File: src/rtl/sprite_line_scheduler.sv
// Double-buffered sprite table, scanned in hblank for the next scanline; the per-line
// sprite list (lowest indices first, up to MAX_PER_LINE) is registered at line start.
module sprite_line_scheduler #(
  parameter int NUM_SPRITES         = 16,
  parameter int MAX_PER_LINE        = 4,
  parameter int SPRITE_FRAME_HEIGHT = 128,
  parameter int NUM_FRAMES          = 5,
  parameter int H_ACTIVE            = 1280,
  parameter int H_TOTAL             = 1650,
  parameter int V_ACTIVE            = 720,
  parameter int V_TOTAL             = 750
) (
  input  logic                                                clk_pixel,
  input  logic                                                sys_rst,
  input  logic [10:0]                                         hcount,
  input  logic [9:0]                                          vcount,
  input  logic                                                new_frame,
  input  logic                                                wr_en,
  input  logic [$clog2(NUM_SPRITES)-1:0]                      wr_idx,
  input  logic                                                wr_valid,
  input  logic [10:0]                                         wr_x,
  input  logic [9:0]                                          wr_y,
  input  logic [$clog2(NUM_FRAMES)-1:0]                       wr_frame,
  input  logic                                                commit,
  output logic [MAX_PER_LINE-1:0]                             slot_valid,
  output logic [MAX_PER_LINE*11-1:0]                          slot_x,
  output logic [MAX_PER_LINE*$clog2(NUM_FRAMES)-1:0]          slot_frame,
  output logic [MAX_PER_LINE*$clog2(SPRITE_FRAME_HEIGHT)-1:0] slot_row,
  output logic                                                overflow,
  output logic                                                busy
);

  localparam int IW = $clog2(NUM_SPRITES);
  localparam int FW = $clog2(NUM_FRAMES);
  localparam int RW = $clog2(SPRITE_FRAME_HEIGHT);
  localparam int SW = (MAX_PER_LINE > 1) ? $clog2(MAX_PER_LINE) : 1;

  localparam logic [10:0]   H_SCAN    = 11'(H_ACTIVE);
  localparam logic [10:0]   H_LAST    = 11'(H_TOTAL - 1);
  localparam logic [9:0]    V_LAST    = 10'(V_TOTAL - 1);
  localparam logic [9:0]    V_END     = 10'(V_ACTIVE);
  localparam logic [10:0]   SPR_H     = 11'(SPRITE_FRAME_HEIGHT);
  localparam logic [IW-1:0] IDX_LAST  = IW'(NUM_SPRITES - 1);
  localparam logic [SW-1:0] SLOT_LAST = SW'(MAX_PER_LINE - 1);

  typedef struct packed {
    logic          valid;
    logic [10:0]   x;
    logic [9:0]    y;
    logic [FW-1:0] frame;
  } entry_t;

  typedef enum logic [1:0] {IDLE, SCAN, DONE} state_t;

  entry_t shadow_tbl [NUM_SPRITES];
  entry_t active_tbl [NUM_SPRITES];
  logic   commit_pending;
  entry_t wr_entry;

  assign wr_entry = '{valid: wr_valid, x: wr_x, y: wr_y, frame: wr_frame};

  // Nonblocking copy means a write in the swap cycle reaches shadow only.
  always_ff @(posedge clk_pixel) begin
    if (sys_rst) begin
      for (int i = 0; i < NUM_SPRITES; i++) begin
        shadow_tbl[i] <= '0;
        active_tbl[i] <= '0;
      end
      commit_pending <= 1'b0;
    end else begin
      if (wr_en) begin
        shadow_tbl[wr_idx] <= wr_entry;
      end
      if (new_frame && commit_pending) begin
        for (int i = 0; i < NUM_SPRITES; i++) begin
          active_tbl[i] <= shadow_tbl[i];
        end
        commit_pending <= commit;
      end else if (commit) begin
        commit_pending <= 1'b1;
      end
    end
  end

  state_t          state;
  logic [IW-1:0]   scan_idx;
  logic [9:0]      line_q;
  logic [SW-1:0]   pend_slot;
  logic            pend_full;
  logic            pend_overflow;
  logic [MAX_PER_LINE-1:0] pend_valid;
  logic [10:0]     pend_x     [MAX_PER_LINE];
  logic [FW-1:0]   pend_frame [MAX_PER_LINE];
  logic [RW-1:0]   pend_row   [MAX_PER_LINE];

  logic [9:0]      next_line;
  entry_t          cur;
  logic [10:0]     line_w;
  logic [10:0]     top_w;
  logic            hit;
  logic [RW-1:0]   hit_row;

  assign next_line = (vcount == V_LAST) ? 10'd0 : vcount + 10'd1;
  assign cur       = active_tbl[scan_idx];
  assign line_w    = {1'b0, line_q};
  assign top_w     = {1'b0, cur.y};
  // Range test is done at 11 bits so y near the bottom of the 10-bit space cannot wrap.
  assign hit       = cur.valid && (line_q < V_END) &&
                     (line_w >= top_w) && (line_w < top_w + SPR_H);
  assign hit_row   = line_q[RW-1:0] - cur.y[RW-1:0];

  always_ff @(posedge clk_pixel) begin
    if (sys_rst) begin
      state         <= IDLE;
      busy          <= 1'b0;
      scan_idx      <= '0;
      line_q        <= '0;
      pend_slot     <= '0;
      pend_full     <= 1'b0;
      pend_overflow <= 1'b0;
      pend_valid    <= '0;
      for (int i = 0; i < MAX_PER_LINE; i++) begin
        pend_x[i]     <= '0;
        pend_frame[i] <= '0;
        pend_row[i]   <= '0;
      end
      slot_valid <= '0;
      slot_x     <= '0;
      slot_frame <= '0;
      slot_row   <= '0;
      overflow   <= 1'b0;
    end else begin
      case (state)
        IDLE: begin
          if (hcount == H_SCAN) begin
            state         <= SCAN;
            busy          <= 1'b1;
            scan_idx      <= '0;
            line_q        <= next_line;
            pend_slot     <= '0;
            pend_full     <= 1'b0;
            pend_overflow <= 1'b0;
            pend_valid    <= '0;
            for (int i = 0; i < MAX_PER_LINE; i++) begin
              pend_x[i]     <= '0;
              pend_frame[i] <= '0;
              pend_row[i]   <= '0;
            end
          end
        end
        SCAN: begin
          if (hit) begin
            if (pend_full) begin
              pend_overflow <= 1'b1;
            end else begin
              pend_valid[pend_slot] <= 1'b1;
              pend_x[pend_slot]     <= cur.x;
              pend_frame[pend_slot] <= cur.frame;
              pend_row[pend_slot]   <= hit_row;
              if (pend_slot == SLOT_LAST) begin
                pend_full <= 1'b1;
              end else begin
                pend_slot <= pend_slot + SW'(1);
              end
            end
          end
          if (scan_idx == IDX_LAST) begin
            state <= DONE;
            busy  <= 1'b0;
          end else begin
            scan_idx <= scan_idx + IW'(1);
          end
        end
        DONE: begin
          // Loading on the last hcount makes the list valid from hcount 0 of the target line.
          if (hcount == H_LAST) begin
            state      <= IDLE;
            slot_valid <= pend_valid;
            overflow   <= pend_overflow;
            for (int i = 0; i < MAX_PER_LINE; i++) begin
              slot_x[i*11 +: 11]     <= pend_x[i];
              slot_frame[i*FW +: FW] <= pend_frame[i];
              slot_row[i*RW +: RW]   <= pend_row[i];
            end
          end
        end
        default: begin
          state <= IDLE;
          busy  <= 1'b0;
        end
      endcase
    end
  end

endmodule

File: config.mk
export PLATFORM = sky130hd
export DESIGN_NAME = sprite_line_scheduler
export DESIGN_NICKNAME = d
export VERILOG_FILES = /design/src/rtl/sprite_line_scheduler.sv
export SDC_FILE = /design/constraint.sdc
export NUM_CORES = 1
export LEC_CHECK = 0
export ABC_AREA = 0
export CORE_MARGIN = 1.5
export CORE_UTILIZATION = 53
export CTS_BUF_LIST = sky130_fd_sc_hd__clkbuf_8
export CTS_CLUSTER_DIAMETER = 40
export CTS_CLUSTER_SIZE = 12
export DETAILED_ROUTE_END_ITERATION = 10
export PLACE_DENSITY = 0.79
export SETUP_SLACK_MARGIN = 0.1
export SLEW_MARGIN = 20
export SYNTH_ARGS = -nofsm -noshare
export SYNTH_HDL_FRONTEND = slang
export SYNTH_SLANG_ARGS = --single-unit
File: constraint.sdc
create_clock -name clk_pixel -period 17.4 [get_ports clk_pixel]
set_input_delay 3.48 -clock clk_pixel [delete_from_list [all_inputs] [get_ports clk_pixel]]
set_output_delay 3.48 -clock clk_pixel [all_outputs]
set_load 0.02 [all_outputs]
# == After elaboration in Yosys (flattened, before gate mapping) ==
# Memories as Yosys holds them, arrays and structs flattened. A register that Yosys moved wholly into a read port is not among the register bits.
# Index checks and enable logic that the tools add are counted.
# word_totals
rom_bits,0
memories,5
output_inout_bits,90
ram_bits,884
latch_bits,0
regBits,31
# mem_list
memory,depth,width,read_ports,rd_ports_with_merged_regs,write_ports,line,text
active_tbl,16,25,1,1,16,56,entry_t active_tbl [NUM_SPRITES];
shadow_tbl,16,25,16,0,16,55,entry_t shadow_tbl [NUM_SPRITES];
pend_x,4,11,4,4,4,92,logic [10:0] pend_x [MAX_PER_LINE];
pend_row,4,7,4,4,4,94,logic [RW-1:0] pend_row [MAX_PER_LINE];
pend_frame,4,3,4,4,4,93,logic [FW-1:0] pend_frame [MAX_PER_LINE];
# op_classes
n_bitwise,30
n_lt_le_gt_ge,5
eq_ne,15
reduce_logical,21
muxes,90
n_shift,0
add_sub_neg,5
div,0
n_mul,0
# op_table
operator,n
25-bit two-way mux,17
11-bit two-way mux,5
7-bit two-way mux,5
1-bit two-way mux,32
4-bit two-way mux,7
1-bit bitwise OR,28
25-bit OR reduction,1
11-bit equality test (second input constant),2
2-bit two-way mux,10
2-bit != test (second input constant),8
4-bit one-hot mux with 2 select lines,2
3-bit two-way mux,5
3-bit AND reduction,4
10-bit by 8-bit adder with 11-bit output (second input constant),1
10-bit by 11-bit less-than comparator with 1-bit output,1
11-bit OR reduction,1
10-bit by 1-bit adder with 10-bit output (second input constant),1
10-bit equality test (second input constant),1
10-bit greater-or-equal comparator,1
10-bit less-than comparator (second input constant),1
10-bit two-way mux,1
4-bit AND reduction,2
7-bit OR reduction,1
7-bit subtractor,1
20 further kinds,28

# == Logic depth before layout (Yosys ltp) ==
# logic_depth
ltp_word,10
depth_mapped,17
mapped_depth_nobuf,11

# == Worst setup path after synthesis ==
# No wires, ideal clock.
# synth_timing
path_type,input-to-reg
start,input port sys_rst
end,memory active_tbl[0][0] (netlist bit) (enable)
required_time_ps,16564
stages,4
setup_ps,836
t_arrival_ps,13827
path_slack_ps,2737
cell_sequence,clkbuf_1 clkbuf_1 clkbuf_1 nand2b_1
# synth_lines
element,line,text
"start, declared",14,"input logic sys_rst,"
"end, declared",56,

==> impl_metrics.ini <==
[detailed_routing]
drtIter0Drc = 2122
wl_per_cell_um = 22.0
drc = 0
routed_via_density = 5.52
finalWirelength_um = 86800
antenna_left = 0
first_pass_iters = 7
vias = 21800

[worst_setup_path]
crit_chain = clkdlybuf4s50_1 -> nand2_1 -> nand2b_4 -> buf_12 -> buf_4 -> buf_4
crit_required_ns = 17.75
critPathMaxFanout = 192
crit_arrival_ns = 7.61
slowest_delay_ns = 0.96
path_common_cell = buf_4
cpMaxStageDelayCell = buf_4
crit_type = in2reg
crit_path_end_kind = register
start_kind = primary input

[pwr]
p_switching_mw = 0.980
clockPowerShare_pct = 35.7
power_density_nw_per_um2 = 101
p_seq_share_pct = 60.2
intPower_mw = 3.62
fin_total_pwr_mw = 4.60
p_sw_share_pct = 21.3
p_leak_nw = 15.8
power_frac_comb_pct = 4.1
ir_worst_vdd_v = 0.0000641

[finish]
fill_cells = 5515
area_growth_pct = 11.7
final_cell_area_um2 = 45400
nets = 2914
final-instance-count-excl-fill = 3953
drive_gt1_share_pct = 11.9

[yosys]
synth.most_common_cell = edfxtp_1
syn_inst = 2730
async_flop_share_pct = 0
netlist.area_leader.share_pct = 65.3
synth_area_um2 = 40700
ys_warn_count = 0
netlist.top_cell.by_area = edfxtp_1
ys.flop_type = edfxtp_1
avgSynthCellArea_um2 = 14.9
synth_area_leaders = edfxtp_1 65%, and2_1 11%, mux4_2 6.5%, dfxtp_1 5.9%, nor2b_1 2.4%
synthTopCellsByCount = 884 x edfxtp_1, 708 x and2_1, 211 x nand2_1, 158 x clkbuf_1, 156 x nor2b_1
ys_seq_elements = 1003
synth_edf_count = 884
synthDistinctLibCells = 52
ys_seq_area_share_pct = 71.1
syn_nets = 2807

[floorplanning]
io_pins = 145
die_h_um = 280
start_util_pct = 53.5
floorplan.die.width_um = 280
die_area_um2 = 78400
design.core.area_um2 = 75900
fp-row-count = 101

[timing]
setup_violations = 0
setup-tns-final_ns = 0
drv_slew = 0
skew_ns = 0.0382
hold_viol = 0
period_share_pct = 41.7
post-route-min-period_ns = 7.26
tightest_slew_ns = 1.16
fmax_mhz = 138
slew_headroom_pct = 22.8
rsz0062_at_grt = false

[global_routing]
grt_pass1_vias = 22100
grt_use_total_pct = 22.3
grt_overflow = 0
grt_pass1_wl_um = 130000
antenna_found_initial = 10
grt_max_degree = 193

[clock_tree]
cts-resized-gates = 0
cts_tree = yes
numCtsBuffers = 111
htreeDepth = 3
clockRootBuffer = clkbuf_8
clk_pin_slew_ns = 0.08
hold_buffers = 0
clk_path_buf_depth = 3
cts_setup_buffers = 0
clock-sinks = 1003
worst_skew_pair.late_latency_ns = 0.73

[flow_run]
max_cap_violations = 0

[placement]
io_buffers = 144
dp.cells = 3754
gp_congestion = 0.821
place_area_um2 = 43000
place_hpwl_um = 49000

[run_status]
status = complete, no violations

[min_path]
hold_class = reg2reg
[metal layers]
metal | track usage, % | wire length [um] | up-vias
li1 | - | - | 9866
met1 | 29.0 | 34500 | 10900
met2 | 38.1 | 43100 | 897
met3 | 3.91 | 6980 | 163
met4 | 7.26 | 2250 | 4
met5 | 0 | 27 | -
[sequential cells by signal, summed over array words and instances (netlist names), 2 cells and up, named ones only]
signal,cells
slot_row,28
pend_x,44
slot_valid,4
slot_frame,12
state,2
pend_row,28
active_tbl,400
slot_x,44
line_q,10
scan_idx,4
pend_slot,2
pend_frame,12
shadow_tbl,400
pend_valid,4
[layout make-up]
type	instances	area [um2]	share of cell area (%)
timing repair buffer	173	1690	3.72
clock inverter	80	756	1.66
clock buffer	115	1580	3.49
multi-input combinational	1531	11100	24.4
tap	1030	1290	2.84
antenna	4	10.0	0.0220
sequential	1003	28900	63.7
inverter	17	63.8	0.141
[worst paths after layout]
kind / start / endpoint / slack, ns / cells after the start
setup / recovery: new_frame / active_tbl[8][12] / 10.14 / 6
hold reg to reg: slot_row[16] / slot_row[16] / 0.46 / 2
setup reg to reg: register / pend_x[2][7] / 10.96 / 13
hold / removal: slot_row[16] / slot_row[16] / 0.46 / 2
[critical path, delay by kind of cell]
family | cells | cell delay (ns)
buffers and inverters | 4 | 3.05
AND/OR/NAND/NOR | 2 | 0.71
[cells by family (layout without fill, tap and decap cells)]
group	count (synthesis)	in the layout	share of synthesized area, %
compound gates	149	149	2.05
xor+xnor	16	16	0.345
fa+ha+maj	22	22	0.695
buf+inv	196	385	1.91
flops	1003	1003	71.1
mux	126	126	6.70
other cells	0	4	0
simple gates	1218	1218	17.1
[per-stage QoR]
stage / utilization, % / setup slack (ns) / hold slack (ns)
floorplan: - / 2.74 / 0.425
global placement: 56.6 / 9.63 / 0.441
detailed placement: 56.6 / 9.43 / 0.451
CTS: 59.7 / 10.21 / 0.461
global route: 59.8 / 9.90 / 0.474
finish: 59.8 / 10.14 / 0.456
[layout by cell type (no fill, tap or decap), types with 3 or more instances in the layout]
master | Yosys | layout
and2_1 | 708 | 708
xor2_1 | 8 | 8
o21ai_4 | 0 | 4
clkinvlp_4 | 0 | 5
nor3_2 | 0 | 4
xnor2_1 | 8 | 8
nand3_1 | 11 | 11
ha_1 | 21 | 21
nor3_1 | 35 | 31
bufinv_16 | 0 | 13
and3_1 | 17 | 17
inv_4 | 0 | 4
inv_6 | 0 | 4
or2_2 | 16 | 15
edfxtp_1 | 884 | 884
diode_2 | 0 | 4
o21ai_0 | 24 | 20
nand2b_1 | 12 | 11
dfxtp_1 | 119 | 116
a21o_1 | 3 | 3
clkinv_2 | 0 | 12
clkdlybuf4s50_1 | 0 | 143
mux2i_1 | 9 | 9
nand2_1 | 211 | 211
nor2_4 | 0 | 5
nor2_1 | 33 | 23
buf_4 | 5 | 27
clkinv_1 | 0 | 12
nor2b_1 | 156 | 156
inv_1 | 17 | 41
nor2_2 | 0 | 5
a22oi_1 | 4 | 4
clkbuf_8 | 0 | 116
mux4_2 | 117 | 117
nand4_1 | 5 | 5
a21oi_1 | 101 | 101
[power groups by stage]
stage / Combinational (mW) / Clock (mW) / Sequential (mW)
floorplan: 0.113 / 0 / 2.84
finish: 0.189 / 1.64 / 2.77
global route: 0.203 / 1.76 / 2.78
detailed placement: 0.189 / 0 / 2.83
global placement: 0.181 / 0 / 2.82
CTS: 0.190 / 1.66 / 2.77
Note: power is estimated with default switching activity, not from simulation.
==> RTL edit (same flow settings) <==
`NUM_SPRITES`: 16 -> 8.
--- a/src/rtl/sprite_line_scheduler.sv
+++ b/src/rtl/sprite_line_scheduler.sv
@@ -2,5 +2,5 @@
 // sprite list (lowest indices first, up to MAX_PER_LINE) is registered at line start.
 module sprite_line_scheduler #(
-  parameter int NUM_SPRITES         = 16,
+  parameter int NUM_SPRITES         = 8,
   parameter int MAX_PER_LINE        = 4,
   parameter int SPRITE_FRAME_HEIGHT = 128,
Interface: changed (resized wr_idx); port bits go from 145 to 144. No check against the original RTL was run, so the function may have changed too.
==> RTL edit against the unedited design <==
  * Setup slack gained 1000 ps
  * Largest power group unchanged
  * Critical endpoint is now active_tbl[3][10]$_SDFFCE_PN0P_
  * Sequential cell count decreased by 402
  * Die area decreased by 40%
  * Clock power is 29% lower
  * Area after synthesis is 40% lower
  * Design area down 39%
  * Count of clock-buffer cells in the layout decreased by 33
  * Largest cell class unchanged
  * Power decreased by 37%
  * Wire length decreased by 43%
  * Sequential share of layout area is 3.2 points lower
==> RTL edit: results (changes against the unedited design) <==
metric;value;unit;change
status;completed;;
synth_nets;1828;;-35%
min_to;slot_x[19]$_SDFFE_PP0P_;;
htree_num_levels;3;;unchanged
ir_worst_vdd;0.0576;mV;-10%
synth_area_leaders;edfxtp_1 60%, dfxtp_1 9.7%, and2_1 9.1%, mux4_2 4.6%, nand2_1 3.3%;;
synthTopCellsByCount;484 x edfxtp_1, 353 x and2_1, 210 x nand2_1;;
seq_area_frac_synth;69.7;%;-1.4 points
reg_top3;active_tbl: 200 flops, shadow_tbl: 200 flops;;
cts-root-buf;clkbuf_8;;
reg2reg_to;pend_row[1][2]$_SDFFCE_PN0P_;;
drive_above_1_share;11.6;%;-0.30 points
clk_path_buf_depth;3;;unchanged
cts_resized;0;;unchanged
rr_worst_depth;11;;-2
p_leak;9.54;nW;-40%
port_buffers;143;;-0.69%
synth_warnings;0;;unchanged
gr-usage-all-layers;21.6;%;-0.74 points
globalplace.congestion;0.827;;+0.76%
clock-skew-final;32.5;ps;-5.63 ps
dr.pass1.iters;5;;-2
rrSetupSlack;11990;ps;+1030 ps
hold_path.class;reg -> reg;;
grt_max_degree;151;;-22%
clk_pin_slew;70;ps;
first_iter_violations;1304;;-39%
wl;49.9;mm;-43%
ys_types;49;;-5.8%
diodes;0;;-4
antenna_found_initial;3;;-7
dp_hpwl;29.9;mm;-39%
path_max_fanout;77;;-60%
grt_pass1_wl;76.9;mm;-41%
synth_edf_count;484;;-45%
async_flop_share;0;%;unchanged
cts_made_buffers;77;;-31%
nNetsFinal;1964;;-33%
slew_headroom;25.5;%;+2.7 points
fill_cells;3252;;-41%
min_from;slot_x[19]$_SDFFE_PP0P_;;
cp.arrival;6510;ps;-1100 ps
vias;13900;;-36%
worst_skew_pair.late_latency;650;ps;-80 ps
## RTL edit: cell count changes after synthesis, moves of 10 or more
cell | unedited run | this run
clkbuf_1 | 158 | 81
nor2b_1 | 156 | 53
mux4_2 | 117 | 49
nand3b_1 | 2 | 13
buf_2 | 7 | 17
and3_1 | 17 | 2
and2_1 | 708 | 353
mux2i_1 | 9 | 22
nor3_1 | 35 | 72
edfxtp_1 | 884 | 484
## RTL edit: logic make-up (layout without fill, tap and decap cells)
kind of cell | after synthesis | after routing | synth area share (%)
AND/OR/NAND/NOR | 783 | 783 | 17.6
flip-flops | 601 | 601 | 69.7
AO/OA/AOI/OAI | 142 | 142 | 3.23
buffers and inverters | 115 | 309 | 2.03
multiplexers | 75 | 75 | 5.73
adder cells (fa/ha/maj) | 23 | 23 | 1.22
XOR/XNOR | 12 | 12 | 0.434
## RTL edit: power by group
group          total (mW)  leakage (nW)  internal [mW]  switching, mW
registers            1.64          5.83           1.62         0.0165
clock network        1.16         0.902          0.618          0.543
logic               0.114          2.81         0.0394         0.0741
total                2.91          9.54           2.28          0.633
## RTL edit: worst max-delay path by stage
stage / start / cells past startpoint / end
finish: sys_rst / 4 / active_tbl[3][10]$_SDFFCE_PN0P_
detailed placement: sys_rst / 4 / pend_x[1][2]$_SDFFCE_PN0P_
floorplan: sys_rst / 4 / active_tbl[0][0]$_SDFFCE_PN0P_
CTS: sys_rst / 4 / pend_row[1][0]$_SDFFCE_PN0P_
global route: sys_rst / 4 / active_tbl[1][10]$_SDFFCE_PN0P_
global placement: sys_rst / 4 / pend_x[1][7]$_SDFFCE_PN0P_
## RTL edit: metal layers
metal	vias to the layer above	GRT usage (%)	part of all wire (%)
met2	483	35.3	50
met1	6846	28.8	41
li1	6482	-	-
met5	-	0	0.078
met4	6	7.66	2.4
met3	96	4.31	6.5
## RTL edit: critical path: stages
cell and delay, ps:
buf_4 530, nand2b_4 850, buf_4 870, buf_4 660
## RTL edit: area by class of cell
class	instances	area [µm²]	share of cell area, %
Timing Repair Buffer	160	1570	5.62
Tap cell	600	751	2.69
Multi-Input combinational cell	1035	6890	24.7
Sequential cell	601	16900	60.5
Inverter	12	45.0	0.162
Clock buffer	82	1130	4.05
Clock inverter	55	621	2.23
## RTL edit: stage by stage
step / setup slack (ps) / hold WS [ps] / std cells / util, % / instance area [µm²]
after CTS: 10930 / 459 / 2545 / 61.7 / 27900
after floorplan: 7710 / 425 / 1751 / - / 24200
after global placement: 10470 / 442 / 2408 / 57.8 / 26100
after global routing: 10940 / 474 / 2545 / 61.7 / 27900
after detailed placement: 10250 / 446 / 2408 / 57.8 / 26100
final: 11160 / 457 / 2545 / 61.7 / 27900
